--- config.mk ---
export PLATFORM = sky130hd
export DESIGN_NAME = seg_scan_ctrl_flat
export DESIGN_NICKNAME = d
export VERILOG_FILES = /design/src/rtl/seg_scan_ctrl_pkg.sv /design/src/rtl/seg_scan_ctrl_if.sv /design/src/rtl/seg_scan_ctrl_bcd_to_seg7.sv /design/src/rtl/seg_scan_ctrl.sv /design/src/flat_wrapper.sv
export SDC_FILE = /design/constraint.sdc
export NUM_CORES = 1
export LEC_CHECK = 0
export CAP_MARGIN = 5
export CORE_ASPECT_RATIO = 0.9
export CORE_UTILIZATION = 39
export DETAILED_ROUTE_END_ITERATION = 7
export PLACE_DENSITY = 0.63
export SYNTH_ARGS = -nofsm -noshare
export SYNTH_HDL_FRONTEND = slang
export SYNTH_HIERARCHICAL = 1
export SYNTH_SLANG_ARGS = --single-unit
--- constraint.sdc ---
create_clock -name clk -period 4.5 [get_ports clk]
set_input_delay 0.9 -clock clk [delete_from_list [all_inputs] [get_ports clk]]
set_output_delay 0.9 -clock clk [all_outputs]
set_load 0.1 [all_outputs]
--- src/rtl/seg_scan_ctrl_pkg.sv ---
// Shared types and constants for the three-digit 7-segment scan controller.
// Imported by the decoder sub-module and the top level.
package disp_scan_pkg;

    typedef enum logic [1:0] {
        LOAD  = 2'd0,
        BLANK = 2'd1,
        DRIVE = 2'd2
    } scan_state_e;

    localparam logic [6:0] SEG_BLANK  = 7'h7F;
    localparam logic [6:0] SEG_DASH   = 7'h3F;
    localparam int         NUM_DIGITS = 3;

    typedef struct packed {
        logic [3:0] d0;
        logic [3:0] d1;
        logic [3:0] d2;
        logic       dot;
        logic       blank_lz;
    } shadow_t;

    // Active-low anode vector with only the selected digit enabled.
    function automatic logic [2:0] anode_for(input logic [1:0] ptr);
        logic [2:0] onehot;
        onehot = 3'b001 << ptr;
        return ~onehot;
    endfunction

endpackage

--- src/rtl/seg_scan_ctrl_if.sv ---
// Digit-set update handshake between the BCD decoder (master) and the
// scan controller (slave).
interface seg_scan_ctrl_if;

    logic [3:0] sg1;
    logic [3:0] sg2;
    logic [3:0] sg3;
    logic       dot;
    logic       blank_lz;
    logic       upd_valid;
    logic       upd_ready;

    modport master (
        output sg1, sg2, sg3, dot, blank_lz, upd_valid,
        input  upd_ready
    );

    modport slave (
        input  sg1, sg2, sg3, dot, blank_lz, upd_valid,
        output upd_ready
    );

endinterface

--- src/rtl/seg_scan_ctrl_bcd_to_seg7.sv ---
// Combinational BCD to active-low 7-segment map ({g,f,e,d,c,b,a}).
// Non-decimal codes show a dash; blank overrides everything.
module bcd_to_seg7
    import disp_scan_pkg::*;
(
    input  logic [3:0] bcd,
    input  logic       blank,
    output logic [6:0] seg_n
);

    always_comb begin
        seg_n = SEG_DASH;
        if (blank) begin
            seg_n = SEG_BLANK;
        end else begin
            case (bcd)
                4'd0:    seg_n = 7'h40;
                4'd1:    seg_n = 7'h79;
                4'd2:    seg_n = 7'h24;
                4'd3:    seg_n = 7'h30;
                4'd4:    seg_n = 7'h19;
                4'd5:    seg_n = 7'h12;
                4'd6:    seg_n = 7'h02;
                4'd7:    seg_n = 7'h78;
                4'd8:    seg_n = 7'h00;
                4'd9:    seg_n = 7'h10;
                default: seg_n = SEG_DASH;
            endcase
        end
    end

endmodule

--- src/rtl/seg_scan_ctrl.sv ---
// Time-multiplexed scan of three BCD digits plus a decimal point onto one
// active-low 7-segment bus, with anti-ghost blanking and frame-aligned updates.
module seg_scan_ctrl
    import disp_scan_pkg::*;
#(
    parameter int SCAN_DIV  = 50000,
    parameter int GHOST_CYC = 500
) (
    input  logic            clk,
    input  logic            rst_n,
    seg_scan_ctrl_if.slave  upd,
    output logic [6:0]      seg_n,
    output logic            dp_n,
    output logic [2:0]      an_n,
    output logic            frame_tick
);

    localparam int CNT_W = (SCAN_DIV > 1) ? $clog2(SCAN_DIV) : 1;
    localparam logic [CNT_W-1:0] GHOST_LAST = CNT_W'(GHOST_CYC - 1);
    localparam logic [CNT_W-1:0] SLOT_LAST  = CNT_W'(SCAN_DIV - 1);
    localparam logic [1:0]       PTR_LAST   = 2'(NUM_DIGITS - 1);

    scan_state_e      state_q, state_d;
    logic [CNT_W-1:0] cnt_q, cnt_d;
    logic [1:0]       ptr_q, ptr_d;
    shadow_t          shadow_q, shadow_d;

    logic [6:0] seg_q, seg_d;
    logic       dp_q, dp_d;
    logic [2:0] an_q, an_d;
    logic       tick_q, tick_d;
    logic       ready_q, ready_d;

    logic [3:0] cur_digit;
    logic       lz0, lz1;
    logic       cur_blank;
    logic [6:0] dec_seg;

    always_comb begin
        state_d  = state_q;
        cnt_d    = cnt_q;
        ptr_d    = ptr_q;
        shadow_d = shadow_q;
        case (state_q)
            LOAD: begin
                state_d = BLANK;
                ptr_d   = 2'd0;
                cnt_d   = '0;
                if (upd.upd_valid && ready_q) begin
                    shadow_d = '{d0: upd.sg1, d1: upd.sg2, d2: upd.sg3,
                                 dot: upd.dot, blank_lz: upd.blank_lz};
                end
            end
            BLANK: begin
                cnt_d = cnt_q + 1'b1;
                if (cnt_q == GHOST_LAST) begin
                    state_d = DRIVE;
                end
            end
            DRIVE: begin
                if (cnt_q == SLOT_LAST) begin
                    cnt_d = '0;
                    if (ptr_q == PTR_LAST) begin
                        state_d = LOAD;
                    end else begin
                        state_d = BLANK;
                        ptr_d   = ptr_q + 2'd1;
                    end
                end else begin
                    cnt_d = cnt_q + 1'b1;
                end
            end
            default: begin
                state_d = BLANK;
                cnt_d   = '0;
                ptr_d   = 2'd0;
            end
        endcase
    end

    // Leading-zero blanking ripples left to right; the dot keeps digit 0 visible.
    always_comb begin
        lz0       = shadow_d.blank_lz && (shadow_d.d0 == 4'd0) && !shadow_d.dot;
        lz1       = lz0 && (shadow_d.d1 == 4'd0);
        cur_digit = shadow_d.d2;
        cur_blank = 1'b0;
        case (ptr_d)
            2'd0: begin
                cur_digit = shadow_d.d0;
                cur_blank = lz0;
            end
            2'd1: begin
                cur_digit = shadow_d.d1;
                cur_blank = lz1;
            end
            default: begin
                cur_digit = shadow_d.d2;
                cur_blank = 1'b0;
            end
        endcase
    end

    bcd_to_seg7 u_dec (
        .bcd   (cur_digit),
        .blank (cur_blank),
        .seg_n (dec_seg)
    );

    // Pins are decoded from the next state so each register lines up with state_q.
    always_comb begin
        seg_d   = SEG_BLANK;
        dp_d    = 1'b1;
        an_d    = 3'b111;
        tick_d  = 1'b0;
        ready_d = (state_d == LOAD);
        if (state_d == DRIVE) begin
            seg_d  = dec_seg;
            an_d   = anode_for(ptr_d);
            dp_d   = (ptr_d == 2'd0) ? ~shadow_d.dot : 1'b1;
            tick_d = (ptr_d == PTR_LAST) && (cnt_d == SLOT_LAST);
        end
    end

    always_ff @(posedge clk or negedge rst_n) begin
        if (!rst_n) begin
            state_q  <= BLANK;
            cnt_q    <= '0;
            ptr_q    <= 2'd0;
            shadow_q <= '0;
            seg_q    <= SEG_BLANK;
            dp_q     <= 1'b1;
            an_q     <= 3'b111;
            tick_q   <= 1'b0;
            ready_q  <= 1'b0;
        end else begin
            state_q  <= state_d;
            cnt_q    <= cnt_d;
            ptr_q    <= ptr_d;
            shadow_q <= shadow_d;
            seg_q    <= seg_d;
            dp_q     <= dp_d;
            an_q     <= an_d;
            tick_q   <= tick_d;
            ready_q  <= ready_d;
        end
    end

    assign seg_n         = seg_q;
    assign dp_n          = dp_q;
    assign an_n          = an_q;
    assign frame_tick    = tick_q;
    assign upd.upd_ready = ready_q;

endmodule

--- src/flat_wrapper.sv ---
// flat-port wrapper written by rule: the top's interface ports become plain ports
module seg_scan_ctrl_flat import disp_scan_pkg::*;
#(
    parameter int SCAN_DIV  = 50000,
    parameter int GHOST_CYC = 500
)
  (clk, rst_n, seg_n, dp_n, an_n, frame_tick, upd_sg1, upd_sg2, upd_sg3, upd_dot, upd_blank_lz, upd_upd_valid, upd_upd_ready);
  seg_scan_ctrl_if upd_i ();
  input  logic clk;
  input  logic rst_n;
  output logic [6:0] seg_n;
  output logic dp_n;
  output logic [2:0] an_n;
  output logic frame_tick;
  input wire logic [$bits(upd_i.sg1)-1:0] upd_sg1;
  input wire logic [$bits(upd_i.sg2)-1:0] upd_sg2;
  input wire logic [$bits(upd_i.sg3)-1:0] upd_sg3;
  input wire logic [$bits(upd_i.dot)-1:0] upd_dot;
  input wire logic [$bits(upd_i.blank_lz)-1:0] upd_blank_lz;
  input wire logic [$bits(upd_i.upd_valid)-1:0] upd_upd_valid;
  output wire logic [$bits(upd_i.upd_ready)-1:0] upd_upd_ready;
  assign upd_i.sg1 = upd_sg1;
  assign upd_i.sg2 = upd_sg2;
  assign upd_i.sg3 = upd_sg3;
  assign upd_i.dot = upd_dot;
  assign upd_i.blank_lz = upd_blank_lz;
  assign upd_i.upd_valid = upd_upd_valid;
  assign upd_upd_ready = upd_i.upd_ready;
  seg_scan_ctrl #(.SCAN_DIV(SCAN_DIV), .GHOST_CYC(GHOST_CYC)) u_core (.clk(clk), .rst_n(rst_n), .upd(upd_i), .seg_n(seg_n), .dp_n(dp_n), .an_n(an_n), .frame_tick(frame_tick));
endmodule
* Yosys cells after proc, flatten, opt, wreduce, memory -nomap -nowiden
Memories as Yosys holds them, arrays and structs flattened. Index checks and enable logic that the tools add are counted.
Word-level totals: bits in registers 47, memory bits (read-only) 112, output and inout bits 13, word-level logic and storage cells 58, memories kept 1
Memories:
- (no name shown) | depth 16, width 7, rd ports 1, clocked after Yosys merged registers in 0, wr ports 0, RTL line seg_scan_ctrl_bcd_to_seg7.sv:16 | case (bcd)
Cells by class: $add $sub $neg 2, equal/unequal tests 9, shifts and indexed selects 1, multiplexer cells 19, bitwise logic cells 2, reduce and logical (&&, ||, !) cells 11
Operators with widths (number):
- $eq A16 B16 Y1 const B | 2
- $pmux W16 S2 | 1
- $mux W14 | 2
- $add A16 B1 Y16 const B | 1
- $eq A16 B9 Y1 const B | 1
- $mux W16 | 1
- $mux W7 | 2
- $eq A2 B2 Y1 const B | 4
- $logic_not A4 Y1 | 2
- $mux W2 | 4
- $pmux W2 S2 | 2
- $pmux W4 S2 | 1
- $logic_not A2 Y1 | 3
- $logic_and A1 B1 Y1 | 5
- $eq A2 B1 Y1 const B | 2
- $mux W1 | 4
- $mux W3 | 1
- $not A3 Y3 | 1
- $shl A1 B2 Y3 const A | 1
- $add A2 B1 Y2 const B | 1
- $pmux W1 S2 | 1
- $logic_not A1 Y1 | 1
- $not A1 Y1 | 1

* Longest topological paths before layout
depth in word-level cells 10, gate-level depth with buffers 15, mapped depth without buffers 13

* Cells and area by module
Netlist, hierarchy kept.
By module, submodules not included:
- seg_scan_ctrl | times used 1, cells each 216, area an instance 2354.8 um^2, seq. area each 1191.1 um^2
- bcd_to_seg7 | times used 1, cells each 35, area an instance 235.2 um^2, seq. area each 0.0 um^2

* Worst setup path before layout
No wires, ideal clock.
path kind register to register, from register u_core.ready_q (netlist: u_core/upd.upd_ready), to register u_core.seg_q[3] (netlist: u_core/seg_n[3]), library setup time 0.080 ns, data arrival time 3.101 ns, path slack 1.319 ns, cell stages (with the launch flop) 13, path buffers 1, cell sequence dfrtp_1 > nand3_1 > buf_2 > mux2i_1 > inv_1 > mux2i_1 > a21oi_1 > inv_1 > ha_1 > or2_0 > a211oi_2 > nor2_1 > nand2b_1
RTL lines:
- start: declaration | RTL line seg_scan_ctrl.sv:32 | logic ready_q, ready_d;
- start signal: assignment | RTL line seg_scan_ctrl.sv:144 | ready_q <= ready_d;
- end signal: assignment | RTL line seg_scan_ctrl.sv:140 | seg_q <= seg_d;
- end: declaration | RTL line seg_scan_ctrl.sv:28 | logic [6:0] seg_q, seg_d;

* Final worst setup path
from register u_core.cnt_q[0], to register u_core.seg_q[3] (netlist: u_core/seg_n[3])
Between the ends: word-level cells in the longest chain between the ends 8, elaborated cells on any way between the ends 15, classes of those cells 4 x eq/ne; 9 x mux; 1 x reduce/logical; 1 x memory
RTL lines:
- start: declaration | RTL line seg_scan_ctrl.sv:24 | logic [CNT_W-1:0] cnt_q, cnt_d;
- start signal: assignment | RTL line seg_scan_ctrl.sv:137 | cnt_q <= cnt_d;
- $eq A16 B16 Y1 (*) | RTL line seg_scan_ctrl.sv:61 | if (cnt_q == SLOT_LAST) begin
- $mux W2 (*) | RTL line seg_scan_ctrl.sv:61
- $pmux W2 S2 (*) | RTL line seg_scan_ctrl.sv:44 | case (state_q)
- $eq A2 B1 Y1 or $logic_not A2 Y1 (tied branches) | RTL line seg_scan_ctrl.sv:87 | case (ptr_d)
- $pmux W4 S2 (*) | RTL line seg_scan_ctrl.sv:87
- net u_core.cur_digit[1] | RTL line seg_scan_ctrl.sv:34 | logic [3:0] cur_digit;
- $mem_v2 Z16 W7 (*)
- $mux W7 (*) | RTL line seg_scan_ctrl_bcd_to_seg7.sv:13 | if (blank) begin
- net u_core.dec_seg[3] | RTL line seg_scan_ctrl.sv:37 | logic [6:0] dec_seg;
- $mux W7 (*) | RTL line seg_scan_ctrl.sv:116 | if (state_d == DRIVE) begin
- net u_core.seg_d[3] | RTL line seg_scan_ctrl.sv:28
The timed path passes the listed nets; every way through them passes the cells marked *.

==> metrics.csv <==
stage;metric;value;unit
outcome;outcome;completed;
clock_network;clockRootBuffer;clkbuf_8;
route;drt_iter0_drc;142;
route;dr.pass1.iters;4;
logic_synthesis;synthFlopType;dfrtp_1;
timing;fin_setup_tns;0;ns
floorplanning;die-area;6971;µm²
timing;fin_crit;3.574;ns
logic_synthesis;netlist.area_leader.share;33.82;%
logic_synthesis;syn_inst;251;
clock_network;cts.path.max_buffers;2;
logic_synthesis;synth.cell_area;2590;µm²
logic_synthesis;ys_ff_latch;47;
route;post_drt_via_cell_ratio;5.030;
place;dp_slack;0.9639;ns
global_route;grt_pass1_vias;1772;
power_and_ir_drop;power_density;229.2;nW/µm²
cells_and_area;drive_above_1_share;14.23;%
worst_setup_path;cp.required;4.72;ns
power_and_ir_drop;p_leak;1.500;nW
global_route;grt_max_degree;48;
cells_and_area;diodes;0;
worst_hold_path;hold_depth;2;
global_route;antenna_found_initial;0;
place;io_buffers;29;
route;routed_wl;5079;µm
clock_network;clock-sinks;47;
floorplanning;core.rowCount;27;
clock_network;cts_setup_buffers;0;
floorplanning;ios;30;
place;hpwl;3644;µm
clock_network;cts_max_level;2;
power_and_ir_drop;ir_drop;0.1497;mV
floorplanning;coreArea;6250;µm²
logic_synthesis;synth.distinct_cells;54;
route;ant_nets;0;
timing;maxSlewViolCount;0;
worst_hold_path;min_path_type;flop to flop;
place;gp_congestion;0.7881;
worst_setup_path;start_kind;flop;
logic_synthesis;postSynthAreaPerCell;10.32;µm²
worst_setup_path;worstRegToRegCells;13;
logic_synthesis;synth_nets;279;
clock_network;cts_tree;yes;
clock_network;cts_buffers;5;
worst_setup_path;worstSetupEndpointType;flop;
logic_synthesis;synthArstFlopShare;100.0;%
timing;timing.fmax;279.8;MHz
logic_synthesis;yosys_warnings;6;
clock_network;clk_pin_slew_worst_paths;0.09;ns
timing;setup_viol_count_final;0;
timing;skew;0.006159;ns
route;wl_per_cell;13.80;µm
timing;period_share;79.42;%
timing;layout_setup_ws;0.9260;ns
logic_synthesis;synth_top_area_cell;dfrtp_1;
clock_network;ctsResizeCount;0;
global_route;grt_overflow;0;
job;drv_cap;0;
timing;max_slew_margin;30.55;%
timing;finalHoldViolations;0;
route;vias;1851;
clock_network;cts_hold_buf;0;
route;drcViolationCount;0;
worst_setup_path;crit_fanout;12;
floorplanning;die_h;79.31;µm
logic_synthesis;synth_edf_count;0;
worst_setup_path;worstPathArrival;3.80;ns
global_route;grt_pass1_wl;8852;µm
worst_setup_path;path_class;flop to flop;
floorplanning;die_w;87.90;µm
global_route;grt_usage;16.54;%
timing;grt_setup_unrepaired;no;
cells_and_area;nets;308;
cells_and_area;syn_to_final_growth;17.20;%
clock_network;clock_latency;0.30;ns
floorplanning;start_util;41.44;%
timing;worstMarginPinSlew;1.042;ns
logic_synthesis;ys_top_cells_by_area;dfrtp_1 (34%), dfstp_2 (12%), mux2i_1 (5.8%);
logic_synthesis;yosysSeqAreaShare;45.99;%
[path summary, 6_finish.rpt]
kind                                      from              endpoint  slack [ns]
min in group asynchronous                rst_n       u_core/cnt_q[9]        0.78
max in group asynchronous                rst_n  u_core/upd.upd_ready        3.09
max                            u_core/cnt_q[0]       u_core/seg_n[3]        0.93
max reg2reg                    u_core/cnt_q[0]       u_core/seg_n[3]        0.93
min reg2reg                u_core/shadow_q[12]   u_core/shadow_q[12]        0.50
min                        u_core/shadow_q[12]   u_core/shadow_q[12]        0.50
[synthesized netlist by cell type, types with 2 or more instances]
library cell and number:
o21ai_0 7, dfrtp_1 35, clkbuf_1 2, ha_1 11
a21oi_1 9, nand2b_1 10, mux2_2 6, nand4_1 4
and3_1 3, and4_1 4, nand3_1 11, nor2b_1 2
xnor2_1 6, nor4_1 2, and2_1 3, nor2_1 30
o21bai_1 2, mux2i_1 15, xor2_1 7, nor4_2 2
nand2_1 12, nor4b_1 2, inv_1 19, buf_2 6
dfstp_2 12
[through the flow]
step	hold slack [ns]	total power [mW]	cell area (µm²)	utilization, %	cells
global route	0.5380	0.7256	3035	48.57	368
global placement	0.4807	0.4532	2950	47.21	360
floorplan	0.4583	0.4308	2590	-	251
finish	0.5036	0.6958	3035	48.57	368
detailed placement	0.4881	0.4532	2950	47.21	360
CTS	0.5105	0.7038	3035	48.57	368
[routing by layer]
layer  vias to the layer above  wire, µm  global-route usage, %  share of wire (%)
met5                         -         0                      0                  0
met4                         0        90                  6.393                1.8
met3                         7       213                  2.495                4.2
met2                        40      2163                  21.78                 43
met1                       889      2612                  26.46                 51
li1                        915         -                      -                  -
[sequential cells by signal, indices dropped and copies added (netlist names)]
name	cells
u_core/an_n	3
u_core/cnt_q	16
u_core/dp_n	1
u_core/frame_tick	1
u_core/ptr_q	2
u_core/seg_n	7
u_core/shadow_q	14
u_core/state_q	2
u_core/upd.upd_ready	1
[power breakdown]
part	total (mW)	leakage, nW	internal [mW]	switching [mW]
clock	0.252	0.0412	0.109	0.143
combinational	0.0217	0.853	0.0118	0.00993
sequential	0.423	0.606	0.423	0
[worst max-delay path: stages (launching register included)]
cell and delay (ns):
dfrtp_1 0.44, ha_1 0.24, and3_2 0.28, nand4_2 0.24
mux2i_1 0.18, o21ai_1 0.56, nor2_1 0.10, a21oi_1 0.39
inv_1 0.15, ha_1 0.20, or2_0 0.24, a211oi_2 0.26
nor2_1 0.07, nand2b_1 0.14
[cell type report]
class / instances / area [µm²]
Inverter: 19 / 71.32
Clock inverter: 2 / 12.51
Tap cell: 87 / 108.9
Sequential cell: 47 / 1191
Multi-Input combinational cell: 175 / 1271
Timing Repair Buffer: 32 / 307.8
Fill cell: 572 / 3214
Clock buffer: 6 / 72.57
[kinds of logic (layout without fill, tap and decap cells)]
group,after synthesis,in the layout,share of synthesized area (%)
mux,21,21,8.405
flops,47,47,45.99
compound gates,32,32,8.938
buf+inv,29,59,4.928
simple gates,98,98,22.03
xor+xnor,13,13,4.396
fa+ha+maj,11,11,5.314
[layout by cell type, fill, tap and decap left out, types with 2 or more instances in the layout]
master           Yosys  layout
o21ai_0              7       7
and2_1               3       3
and4_1               4       4
dfrtp_1             35      35
ha_1                11      11
buf_4                1       3
xnor2_1              6       6
nand2_1             12      12
nor2b_1              2       2
mux2_2               6       6
nand3_1             11      11
and3_1               3       3
nor4_2               2       2
mux2i_1             15      15
a21oi_1              9       9
nor4_1               2       2
nor2_1              30      30
inv_1               19      19
nand4_1              4       4
o21bai_1             2       2
clkdlybuf4s50_1      0      28
dfstp_2             12      12
nor4b_1              2       2
clkbuf_8             0       5
nand2b_1            10      10
xor2_1               7       7
(Power assumes the default switching activity.)
